--- src/rtl/rs232_tx_arbiter.sv ---
// rs232_tx_arbiter
// Shares one RS232 transmit path (a serializer with its own TX FIFO) among
// NUM_REQ byte-stream sources. Ownership is granted round-robin, one whole
// message at a time, so messages from different sources never interleave on
// the wire. Writes are throttled by the serializer's registered free-space
// count. A granted source that stalls mid-message for MAX_IDLE_GAP cycles
// loses its grant.
//
// Ports:
//   clk, reset        system clock, synchronous active-high reset
//   src_valid         per-source byte valid
//   src_data          per-source byte, source i at [i*DATA_WIDTH +: DATA_WIDTH]
//   src_last          per-source end-of-message flag
//   src_ready         byte accepted this cycle (combinational, one-hot or zero)
//   fifo_write_space  free TX FIFO entries reported by the serializer
//   transmit_data     byte to the serializer
//   transmit_data_en  one-cycle write strobe to the serializer
//   grant             one-hot owner of the transmit path, 0 when idle
//   busy              a message is in progress
//   abort_pulse       one-cycle pulse when a grant is revoked by the gap timeout
//
// state | meaning
// IDLE  | no owner, waiting for any src_valid
// ARB   | pick next requester round-robin from the pointer
// SEND  | forward the owner's bytes until last byte or gap timeout
module rs232_tx_arbiter #(
  parameter int NUM_REQ      = 4,
  parameter int DATA_WIDTH   = 8,
  parameter int SPACE_MARGIN = 3,
  parameter int MAX_IDLE_GAP = 255
) (
  input  logic                            clk,
  input  logic                            reset,
  input  logic [NUM_REQ-1:0]              src_valid,
  input  logic [NUM_REQ*DATA_WIDTH-1:0]   src_data,
  input  logic [NUM_REQ-1:0]              src_last,
  output logic [NUM_REQ-1:0]              src_ready,
  input  logic [7:0]                      fifo_write_space,
  output logic [DATA_WIDTH-1:0]           transmit_data,
  output logic                            transmit_data_en,
  output logic [NUM_REQ-1:0]              grant,
  output logic                            busy,
  output logic                            abort_pulse
);

  localparam int IDX_W = (NUM_REQ > 1) ? $clog2(NUM_REQ) : 1;
  localparam logic [NUM_REQ-1:0] ONE_HOT0 = {{(NUM_REQ-1){1'b0}}, 1'b1};

  typedef enum logic [1:0] {
    IDLE = 2'd0,
    ARB  = 2'd1,
    SEND = 2'd2
  } state_t;

  state_t                 state;
  logic [IDX_W-1:0]       ptr;
  logic [IDX_W-1:0]       gidx;
  logic [7:0]             gap_cnt;

  logic                   space_ok;
  logic                   accept;
  logic [DATA_WIDTH-1:0]  sel_data;
  logic                   sel_last;
  logic                   arb_found;
  logic [IDX_W-1:0]       arb_idx;
  logic [IDX_W-1:0]       next_ptr;

  // The space count lags the FIFO by a cycle or two, hence the margin.
  assign space_ok = fifo_write_space > 8'(SPACE_MARGIN);
  assign accept   = (state == SEND) && src_valid[gidx] && space_ok;
  assign sel_data = src_data[gidx*DATA_WIDTH +: DATA_WIDTH];
  assign sel_last = src_last[gidx];
  assign next_ptr = IDX_W'((int'(gidx) + 1) % NUM_REQ);

  always_comb begin
    src_ready = '0;
    if (accept) src_ready[gidx] = 1'b1;
  end

  // Walk from the farthest candidate back to the pointer so the last hit
  // is the first requester at or after the pointer.
  always_comb begin
    arb_found = 1'b0;
    arb_idx   = ptr;
    for (int k = NUM_REQ - 1; k >= 0; k--) begin
      if (src_valid[(int'(ptr) + k) % NUM_REQ]) begin
        arb_found = 1'b1;
        arb_idx   = IDX_W'((int'(ptr) + k) % NUM_REQ);
      end
    end
  end

  always_ff @(posedge clk) begin
    if (reset) begin
      state            <= IDLE;
      ptr              <= '0;
      gidx             <= '0;
      gap_cnt          <= '0;
      grant            <= '0;
      busy             <= 1'b0;
      transmit_data    <= '0;
      transmit_data_en <= 1'b0;
      abort_pulse      <= 1'b0;
    end else begin
      transmit_data_en <= 1'b0;
      abort_pulse      <= 1'b0;
      case (state)
        IDLE: begin
          if (|src_valid) state <= ARB;
        end
        ARB: begin
          if (arb_found) begin
            gidx    <= arb_idx;
            grant   <= ONE_HOT0 << arb_idx;
            busy    <= 1'b1;
            gap_cnt <= '0;
            state   <= SEND;
          end else begin
            state <= IDLE;
          end
        end
        SEND: begin
          if (accept) begin
            transmit_data    <= sel_data;
            transmit_data_en <= 1'b1;
            gap_cnt          <= '0;
            if (sel_last) begin
              ptr   <= next_ptr;
              grant <= '0;
              busy  <= 1'b0;
              state <= IDLE;
            end
          end else if (!src_valid[gidx]) begin
            // Stalls on FIFO space keep the grant; only a silent source ages out.
            if (gap_cnt == 8'(MAX_IDLE_GAP - 1)) begin
              abort_pulse <= 1'b1;
              ptr         <= next_ptr;
              grant       <= '0;
              busy        <= 1'b0;
              state       <= IDLE;
            end else begin
              gap_cnt <= gap_cnt + 8'd1;
            end
          end
        end
        default: state <= IDLE;
      endcase
    end
  end

endmodule

--- config.mk ---
export PLATFORM = sky130hd
export DESIGN_NAME = rs232_tx_arbiter
export DESIGN_NICKNAME = d
export VERILOG_FILES = /design/src/rtl/rs232_tx_arbiter.sv
export SDC_FILE = /design/constraint.sdc
export NUM_CORES = 1
export LEC_CHECK = 0
export CAP_MARGIN = 15
export CORE_ASPECT_RATIO = 0.6
export CORE_MARGIN = 3
export CORE_UTILIZATION = 43
export CTS_CLUSTER_SIZE = 10
export DETAILED_ROUTE_END_ITERATION = 10
export PLACE_DENSITY = 0.92
export SYNTH_ARGS = -nofsm -noshare
export SYNTH_HDL_FRONTEND = slang
export SYNTH_SLANG_ARGS = --single-unit
export TNS_END_PERCENT = 30
--- constraint.sdc ---
create_clock -name clk -period 2.79 [get_ports clk]
set_input_delay 0.558 -clock clk [delete_from_list [all_inputs] [get_ports clk]]
set_output_delay 0.558 -clock clk [all_outputs]
set_load 0.02 [all_outputs]
# [After elaboration in Yosys (flattened, before gate mapping)]
# Cells that the tools add are included.
[totals] register_bits=29 in_bits=50 output_inout_bits=19 elab_cells=112
[classes] addsub=5 magnitude_cmp=7 eq_ne=11 n_shift=2 muxes=56 n_bitwise=4 reduce_logical=18
[ops] operator="two-way mux 8 bit" n=4
[ops] operator="variable part select 32 x 6 -> 8 bit" n=1
[ops] operator="two-way mux 2 bit" n=14
[ops] operator="two-way mux 4 bit" n=6
[ops] operator="two-way mux 1 bit" n=21
[ops] operator="one-hot mux 8 bit (2 select lines)" n=1
[ops] operator="binary-select mux 1 bit (select 2 bit)" n=6
[ops] operator="< comparator 3 x 4 -> 1 bit (second input constant)" n=3
[ops] operator="AND reduction 4 bit" n=3
[ops] operator="inequality test 3 bit (second input constant)" n=3
[ops] operator="adder 8 x 1 -> 8 bit (second input constant)" n=1
[ops] operator="equality test 8 bit (second input constant)" n=1
[ops] operator="greater-than comparator 8 x 2 -> 1 bit (second input constant)" n=1
[ops] operator="one-hot mux 4 bit (2 select lines)" n=1
[ops] operator="OR reduction 2 bit" n=4
[ops] operator="OR reduction 4 bit" n=2
[ops] operator="< comparator 2 x 3 -> 1 bit (second input constant)" n=2
[ops] operator="inequality test 2 bit (second input constant)" n=3
[ops] operator="one-hot mux 2 bit (3 select lines)" n=1
[ops] operator="AND reduction 5 bit" n=1
[ops] operator="adder 2 x 1 -> 2 bit (second input constant)" n=2
[ops] operator="adder 2 bit (second input constant)" n=2
[ops] operator="AND reduction 2 bit" n=2
[ops] operator="nonzero test 2 bit" n=2
[ops] operator="12 further kinds" n=16

# [Longest topological paths before layout]
# Gate-level depths: netlist (run 1).
[depth] ltp_word=13 depth_mapped=8 depth_no_buf=7

# [Least setup slack after synthesis (run 1)]
# Ideal clock, no wire load.
[synth_path] path_kind="input-to-output" startpoint="input fifo_write_space[5]" endpoint="output src_ready[0]" t_arrival_ps=1970 slack_ps=262 path_stages=5 n_path_buf=1 cell_sequence="or4_1 o31ai_1 nor2_1 buf_2 and2_1"
[synth_between] elab_chain_len=3
[synth_lines] item="start, declared" line="38" source="input logic [7:0] fifo_write_space,"
[synth_lines] item="greater-than comparator 8 x 2 -> 1 bit" line="69" source="assign space_ok = fifo_write_space > 8'(SPACE_MARGIN);"
[synth_lines] item="logical AND 1 bit" line="70" source="assign accept = (state == SEND) && src_valid[gidx] && space_ok;"
[synth_lines] item="two-way mux 4 bit" line="77" source="if (accept) src_ready[gidx] = 1'b1;"
[synth_lines] item="end, declared" line="37" source="output logic [NUM_REQ-1:0] src_ready,"
# Every way passes these cells.

# [Worst setup path in the final report (run 1)]
[layout_path] startpoint="input fifo_write_space[3]" endpoint="output src_ready[2]"
# Same word-level chain as after synthesis.

==> impl_metrics.json, run 1 <==
{
  "max_cap_viol_count": 0,
  "final_cells": 311,
  "fin_skew_ns": 0.00292,
  "track_usage_pct": 23.9,
  "dpl.hpwl_um": 4120,
  "cts_sink_count": 29,
  "die_height_um": 54.8,
  "power.total_mw": 1.16,
  "final_core_util_pct": 70.5,
  "maxSlewHeadroom_pct": 58.2,
  "clkLatencyLatePin_ns": 0.28,
  "cts-root-to-sink-buffers": 2,
  "grtUsageMet3_pct": 5.41,
  "place.gp.congestion": 0.850,
  "crit_path_max_fanout": 6,
  "multiInputGateArea_sq_mm": 0.00109,
  "route.detailed.drc": 0,
  "switching_share_pct": 29.6,
  "antenna_found_initial": 0,
  "postSynthCellCount": 179,
  "synth-warning-count": 0,
  "yosys.cell_count.top_type": "sky130_fd_sc_hd__dfxtp_1",
  "total_leakage_power_nw": 0.991,
  "synth_ff_type": "sky130_fd_sc_hd__dfxtp_1",
  "seq_area_frac_synth_pct": 34.0,
  "setup_violations": 0,
  "nNetsFinal": 323,
  "grt_pass1_wl_um": 8540,
  "synth.largest_area_cell": "sky130_fd_sc_hd__dfxtp_1",
  "postSynth.asyncResetShare_pct": 0,
  "gr-max-usage-layer": "met2",
  "cts_tree": "done",
  "crit_path_kind": "in -> out",
  "power.density_mw_per_mm2": 438,
  "postCtsHoldBufs": 0,
  "fp.coreArea_sq_mm": 0.00374,
  "met1_usage_pct": 29.6,
  "synth.avg_cell_area_sq_um": 9.53,
  "fillCellCount": 276,
  "ctsHtreeMaxLevel": 2,
  "antenna_cells": 0,
  "detailedRoute.firstIterationViolations": 168,
  "grt_overflow": 0,
  "peakVddDrop_mv": 0.239,
  "grt_use_met2_pct": 40.6,
  "worst_slew_pin_slew_ns": 0.621,
  "proportion_of_power_drawn_by_combinational_gates_pct": 30.4,
  "cp.arrival_ns": 2.16,
  "row_count": 17,
  "synth_common_cells": "sky130_fd_sc_hd__dfxtp_1 (29), sky130_fd_sc_hd__nor2_1 (22), sky130_fd_sc_hd__mux2i_1 (11)",
  "synth.lib_cells_used.distinct": 42,
  "firstDrtPassIters": 5,
  "post_synthesis_to_final_layout_area_growth_pct": 54.6,
  "initial_core_util_pct": 45.6,
  "setup-tns-final_ns": 0,
  "worst_setup_path_end_kind": "output pin",
  "hold_class": "reg -> reg",
  "syn-num-nets": 238,
  "seqCellArea_sq_um": 581,
  "drt-vias-per-instance": 5.77,
  "design.die.area_sq_mm": 0.00479,
  "numCtsBuffers": 5,
  "dp_cells": 302,
  "vias": 1795,
  "status": "completed",
  "maxSlewViolCount": 0,
  "post-synth-top-area-fraction_pct": 34.0,
  "synth_edf_count": 0,
  "cellInternalPower_uw": 813,
  "synth.ff_latch_count": 29,
  "drive_gt1_share_pct": 18.9,
  "io_pins": 69,
  "grt_max_degree": 14,
  "route.detailed.wl_per_inst_um": 17.2,
  "clockPowerShare_pct": 30.3,
  "remaining_antenna_violation_count_after_routing": 0,
  "min_period_ns": 2.72,
  "power_frac_seq_pct": 39.3,
  "wire_length_after_detailed_routing_um": 5360,
  "critPathRequiredTime_ns": 2.23,
  "hold-path-cell-count": 2,
  "first_global_vias": 1864,
  "startpoint_type": "input pin",
  "io_buffers": 66,
  "finalCritPeriodShare_pct": 97.6,
  "synth_area_sq_mm": 0.00171,
  "post-place-ws_ns": -0.533,
  "max_freq_ghz": 0.367,
  "synth_area_leaders": "sky130_fd_sc_hd__dfxtp_1 (34%), sky130_fd_sc_hd__mux4_2 (13%), sky130_fd_sc_hd__ha_1 (6.6%)",
  "finalHoldViolations": 0,
  "worst_r2r_path_depth": 7,
  "grt_setup_unrepaired": "no",
  "clock-root-buffer": "sky130_fd_sc_hd__clkbuf_8",
  "p_switching_uw": 343,
  "die_x_um": 87.3,
  "setup_slack_ns": 0.0682,
  "clkTransAtPathRegs_ns": 0.06
}
## layout by cell type, fill, tap and decap left out, types with 4 or more instances in the layout
cell / instances
sky130_fd_sc_hd__a21oi_1: 10
sky130_fd_sc_hd__buf_4: 21
sky130_fd_sc_hd__clkbuf_8: 6
sky130_fd_sc_hd__clkdlybuf4s50_1: 60
sky130_fd_sc_hd__dfxtp_1: 29
sky130_fd_sc_hd__ha_1: 9
sky130_fd_sc_hd__inv_1: 8
sky130_fd_sc_hd__mux2i_1: 11
sky130_fd_sc_hd__mux4_2: 10
sky130_fd_sc_hd__nand2_1: 6
sky130_fd_sc_hd__nand3_1: 6
sky130_fd_sc_hd__nand4_1: 4
sky130_fd_sc_hd__nor2_1: 21
sky130_fd_sc_hd__nor2b_1: 4
sky130_fd_sc_hd__o21ai_0: 4
sky130_fd_sc_hd__o21ai_1: 8
sky130_fd_sc_hd__or3_1: 6
## area by class of cell
class                           instances  area share [%]
Tap cell                               47            2.23
Sequential cell                        29            22.0
Inverter                                8            1.14
Multi-Input combinational cell        135            41.3
Timing Repair Buffer                   85            30.0
Clock buffer                            7            3.27
## worst max-delay path: stages
cell	delay (ns)
sky130_fd_sc_hd__clkdlybuf4s50_1	0.42
sky130_fd_sc_hd__or4_4	0.52
sky130_fd_sc_hd__o31ai_4	0.24
sky130_fd_sc_hd__nor2_4	0.10
sky130_fd_sc_hd__and2_4	0.17
sky130_fd_sc_hd__buf_4	0.15
## flip-flops by register name (all words and copies together), names as in the netlist
register,flops
gap_cnt,8
transmit_data,8
grant,4
gidx,2
ptr,2
state,2
abort_pulse,1
busy,1
transmit_data_en,1
## power by group through the flow
stage | clock network, mW | logic, mW | registers (mW)
after floorplan | 0 | 0.174 | 0.473
after global placement | 0 | 0.323 | 0.462
after detailed placement | 0 | 0.334 | 0.463
after CTS | 0.356 | 0.345 | 0.454
after global routing | 0.371 | 0.379 | 0.457
final | 0.351 | 0.351 | 0.454
## logic make-up after synthesis
kind of cell	Yosys count	share of synthesized area [%]
buffers and inverters	15	3.96
muxes	22	20.3
adders and majority gates	9	6.60
AOI/OAI and AO/OA	34	12.7
xor gates and xnor gates	2	1.03
and+or+nand+nor	68	21.4
DFF	29	34.0
## metal layers
layer	part of all wire, %	up-vias	routed length [um]
li1	-	833	-
met1	43	846	2300
met2	46	100	2480
met3	8.5	16	455
met4	2.5	0	136
met5	0	-	0
## metrics by stage
step | hold WS (ns) | area (sq um)
after global placement | 0.467 | 2520
after detailed placement | 0.473 | 2520
final | 0.486 | 2640
after global routing | 0.521 | 2640
after CTS | 0.484 | 2630
after floorplan | 0.463 | 1710
## what timing repair did
action,CTS,global route
setup endpoints to repair,4,4
resized for setup,30,0
pin swaps,3,1
setup buffers,1,1
## final timing paths
path / startpoint / endpoint / slack, ns
worst min register to register: busy$_SDFFE_PP0P_ / busy$_SDFFE_PP0P_ / 0.49
worst max register to register: gidx[1]$_SDFFE_PP0P_ / grant[3]$_SDFFE_PP0P_ / 0.55
worst min-delay path: busy$_SDFFE_PP0P_ / busy$_SDFFE_PP0P_ / 0.49
worst max-delay path: fifo_write_space[3] / src_ready[2] / 0.07
Power figures use the tool's default switching activity.
==> run 2, diff against run 1 <==
- CORE_UTILIZATION: 43 -> 39
- PLACE_DENSITY: 0.92 -> 0.88
- clock period: 2.79 -> 2.3 ns (I/O delays scaled with it)
==> run 2 against run 1 <==
Compared with the run above:
- global-route usage shrank 3.9 points
- utilization shrank 2.1 points
- sequential power grew 21%
- non-clock buffer count grew 4
- largest power group unchanged
==> impl_metrics.json, run 2 (synthesized netlist as in run 1, its figures left out) <==
{
  "worst_path_max_delay_cell": "sky130_fd_sc_hd__or4_4",
  "layout_top_registers": "gap_cnt: 8 flops, transmit_data: 8 flops, grant: 4 flops",
  "ctsHtreeMaxLevel": 2,
  "drt-vias-per-instance": 5.26,
  "crit_path_kind": "in -> out",
  "startpoint_type": "input pin",
  "min_period_ns": 2.26,
  "max_cap_viol_count": 0,
  "worstSetupPathDepth": 6,
  "die_x_um": 91.4,
  "grt_max_degree": 14,
  "vias": 1716,
  "fp.coreArea_sq_mm": 0.00394,
  "dpl.hpwl_um": 4040,
  "cts_tree": "done",
  "maxSlewViolCount": 0,
  "antenna_found_initial": 0,
  "cts_sink_count": 29,
  "peakVddDrop_mv": 0.314,
  "design.die.area_sq_mm": 0.00523,
  "cp_slowest_stage_delay_ns": 0.51,
  "clkTransAtPathRegs_ns": 0.07,
  "critPathTopFamily": "simple AND/OR/NAND/NOR gates",
  "clock-root-buffer": "sky130_fd_sc_hd__clkbuf_8",
  "numCtsBuffers": 5,
  "initial_core_util_pct": 43.4,
  "crit_path_max_fanout": 6,
  "maxSlewHeadroom_pct": 58.0,
  "io_buffers": 66,
  "hold-path-cell-count": 2,
  "grt_overflow": 0,
  "worst_setup_path_end_kind": "output pin",
  "nNetsFinal": 327,
  "track_usage_pct": 19.9,
  "layout.cells.most_common": "sky130_fd_sc_hd__clkdlybuf4s50_1",
  "place.gp.congestion": 0.875,
  "layout.cells.most_common_list": "sky130_fd_sc_hd__clkdlybuf4s50_1 (54), sky130_fd_sc_hd__dfxtp_1 (29), sky130_fd_sc_hd__buf_4 (23)",
  "route.detailed.wl_per_inst_um": 15.6,
  "finish.instance_area_sq_mm": 0.00269,
  "firstDrtPassIters": 4,
  "worst_slew_pin_slew_ns": 0.624,
  "antenna_cells": 0,
  "worst_r2r_path_depth": 6,
  "cp.arrival_ns": 1.80,
  "clkLatencyLatePin_ns": 0.28,
  "io_pins": 69,
  "wire_length_after_detailed_routing_um": 5070,
  "row_count": 17,
  "status": "completed",
  "hold_class": "reg -> reg",
  "finalCritPeriodShare_pct": 98.3,
  "detailedRoute.firstIterationViolations": 117,
  "critPathRequiredTime_ns": 1.84,
  "power.total_mw": 1.40,
  "cts-root-to-sink-buffers": 2,
  "max_freq_ghz": 0.442,
  "route.detailed.drc": 0,
  "total_leakage_power_nw": 1.02,
  "setup_violations": 0,
  "postPlaceCellArea_sq_mm": 0.00256,
  "first_global_vias": 1780,
  "drive_gt1_share_pct": 21.9,
  "fin_skew_ns": 0.00714,
  "cp_cell_sequence": "clkdlybuf4s15_1 -> or4_4 -> o31ai_4 -> nor2_4 -> and2_4 -> buf_6",
  "fillCellCount": 299,
  "critical_path_buf_inv_count": 2,
  "post_synthesis_to_final_layout_area_growth_pct": 57.7,
  "power.density_mw_per_mm2": 519,
  "postCtsHoldBufs": 0,
  "finalHoldViolations": 0,
  "remaining_antenna_violation_count_after_routing": 0,
  "die_height_um": 57.2,
  "grt_pass1_wl_um": 8290
}
run 2: cell types whose count changed in the layout (fill, tap and decap cells not counted), moves of 2 or more:
cell,delta
sky130_fd_sc_hd__buf_6,+3
sky130_fd_sc_hd__clkdlybuf4s50_1,-6
sky130_fd_sc_hd__clkinv_2,+2
sky130_fd_sc_hd__dlygate4sd2_1,+3
sky130_fd_sc_hd__buf_4,+2
run 2: worst paths after layout:
check	to	startpoint	slack [ns]
worst min-delay path	busy$_SDFFE_PP0P_	busy$_SDFFE_PP0P_	0.49
worst max-delay path	src_ready[1]	fifo_write_space[3]	0.04
worst min register to register	busy$_SDFFE_PP0P_	busy$_SDFFE_PP0P_	0.49
worst max register to register	gap_cnt[2]$_SDFFE_PP0P_	gidx[1]$_SDFFE_PP0P_	0.13
run 2: final cells by class:
cell class                 count  area (sq um)  share of cell area, %
timing repair buffer          89           822                   30.5
sequential                    29           581                   21.6
multi-input combinational    135          1100                   40.9
clock inverter                 3          17.5                  0.651
tap                           57          71.3                   2.65
clock buffer                   5          68.8                   2.56
inverter                       8          30.0                   1.12
run 2: timing repair:
action,4_1_cts,5_1_grt
pin swaps,8,1
setup endpoints to repair,11,4
cloned,0,0
gates resized for setup,48,0
buffers inserted,2,1
run 2: power breakdown:
group | internal, mW | switching (mW) | leakage (nW)
clock network | 0.208 | 0.206 | 0.0439
registers | 0.530 | 0.0189 | 0.235
logic | 0.226 | 0.208 | 0.742
total | 0.965 | 0.432 | 1.02
run 2: metal layers:
metal / share of wire [%] / wire, um / global-route usage (%)
met4: 0.34 / 17 / 5.15
met1: 45 / 2300 / 26.0
met3: 7.8 / 394 / 6.46
met2: 47 / 2360 / 32.2
met5: 0 / 0 / 0
run 2: tightest hold or removal path: cells and delay by family, from the launching register on:
family,cells,cell delay (ns)
compound gates,2,0.14
flops,1,0.31
run 2: through the flow:
step	utilization, %	setup slack (ns)	TNS, ns	instances	hold slack (ns)
after CTS	68.2	0.0190	0	325	0.491
final	68.4	0.0390	0	326	0.487
after detailed placement	65.0	-0.727	-7.19	315	0.476
after global routing	68.4	-0.00986	-0.0307	326	0.518
after floorplan	-	0.0354	0	179	0.463
after global placement	65.0	-0.698	-6.33	315	0.471
==> run 3, diff against run 2 <==
- CAP_MARGIN: 15 -> 20
==> results of run 3 <==
Same layout as run 2: the final DEF is identical, and so are final timing and power.
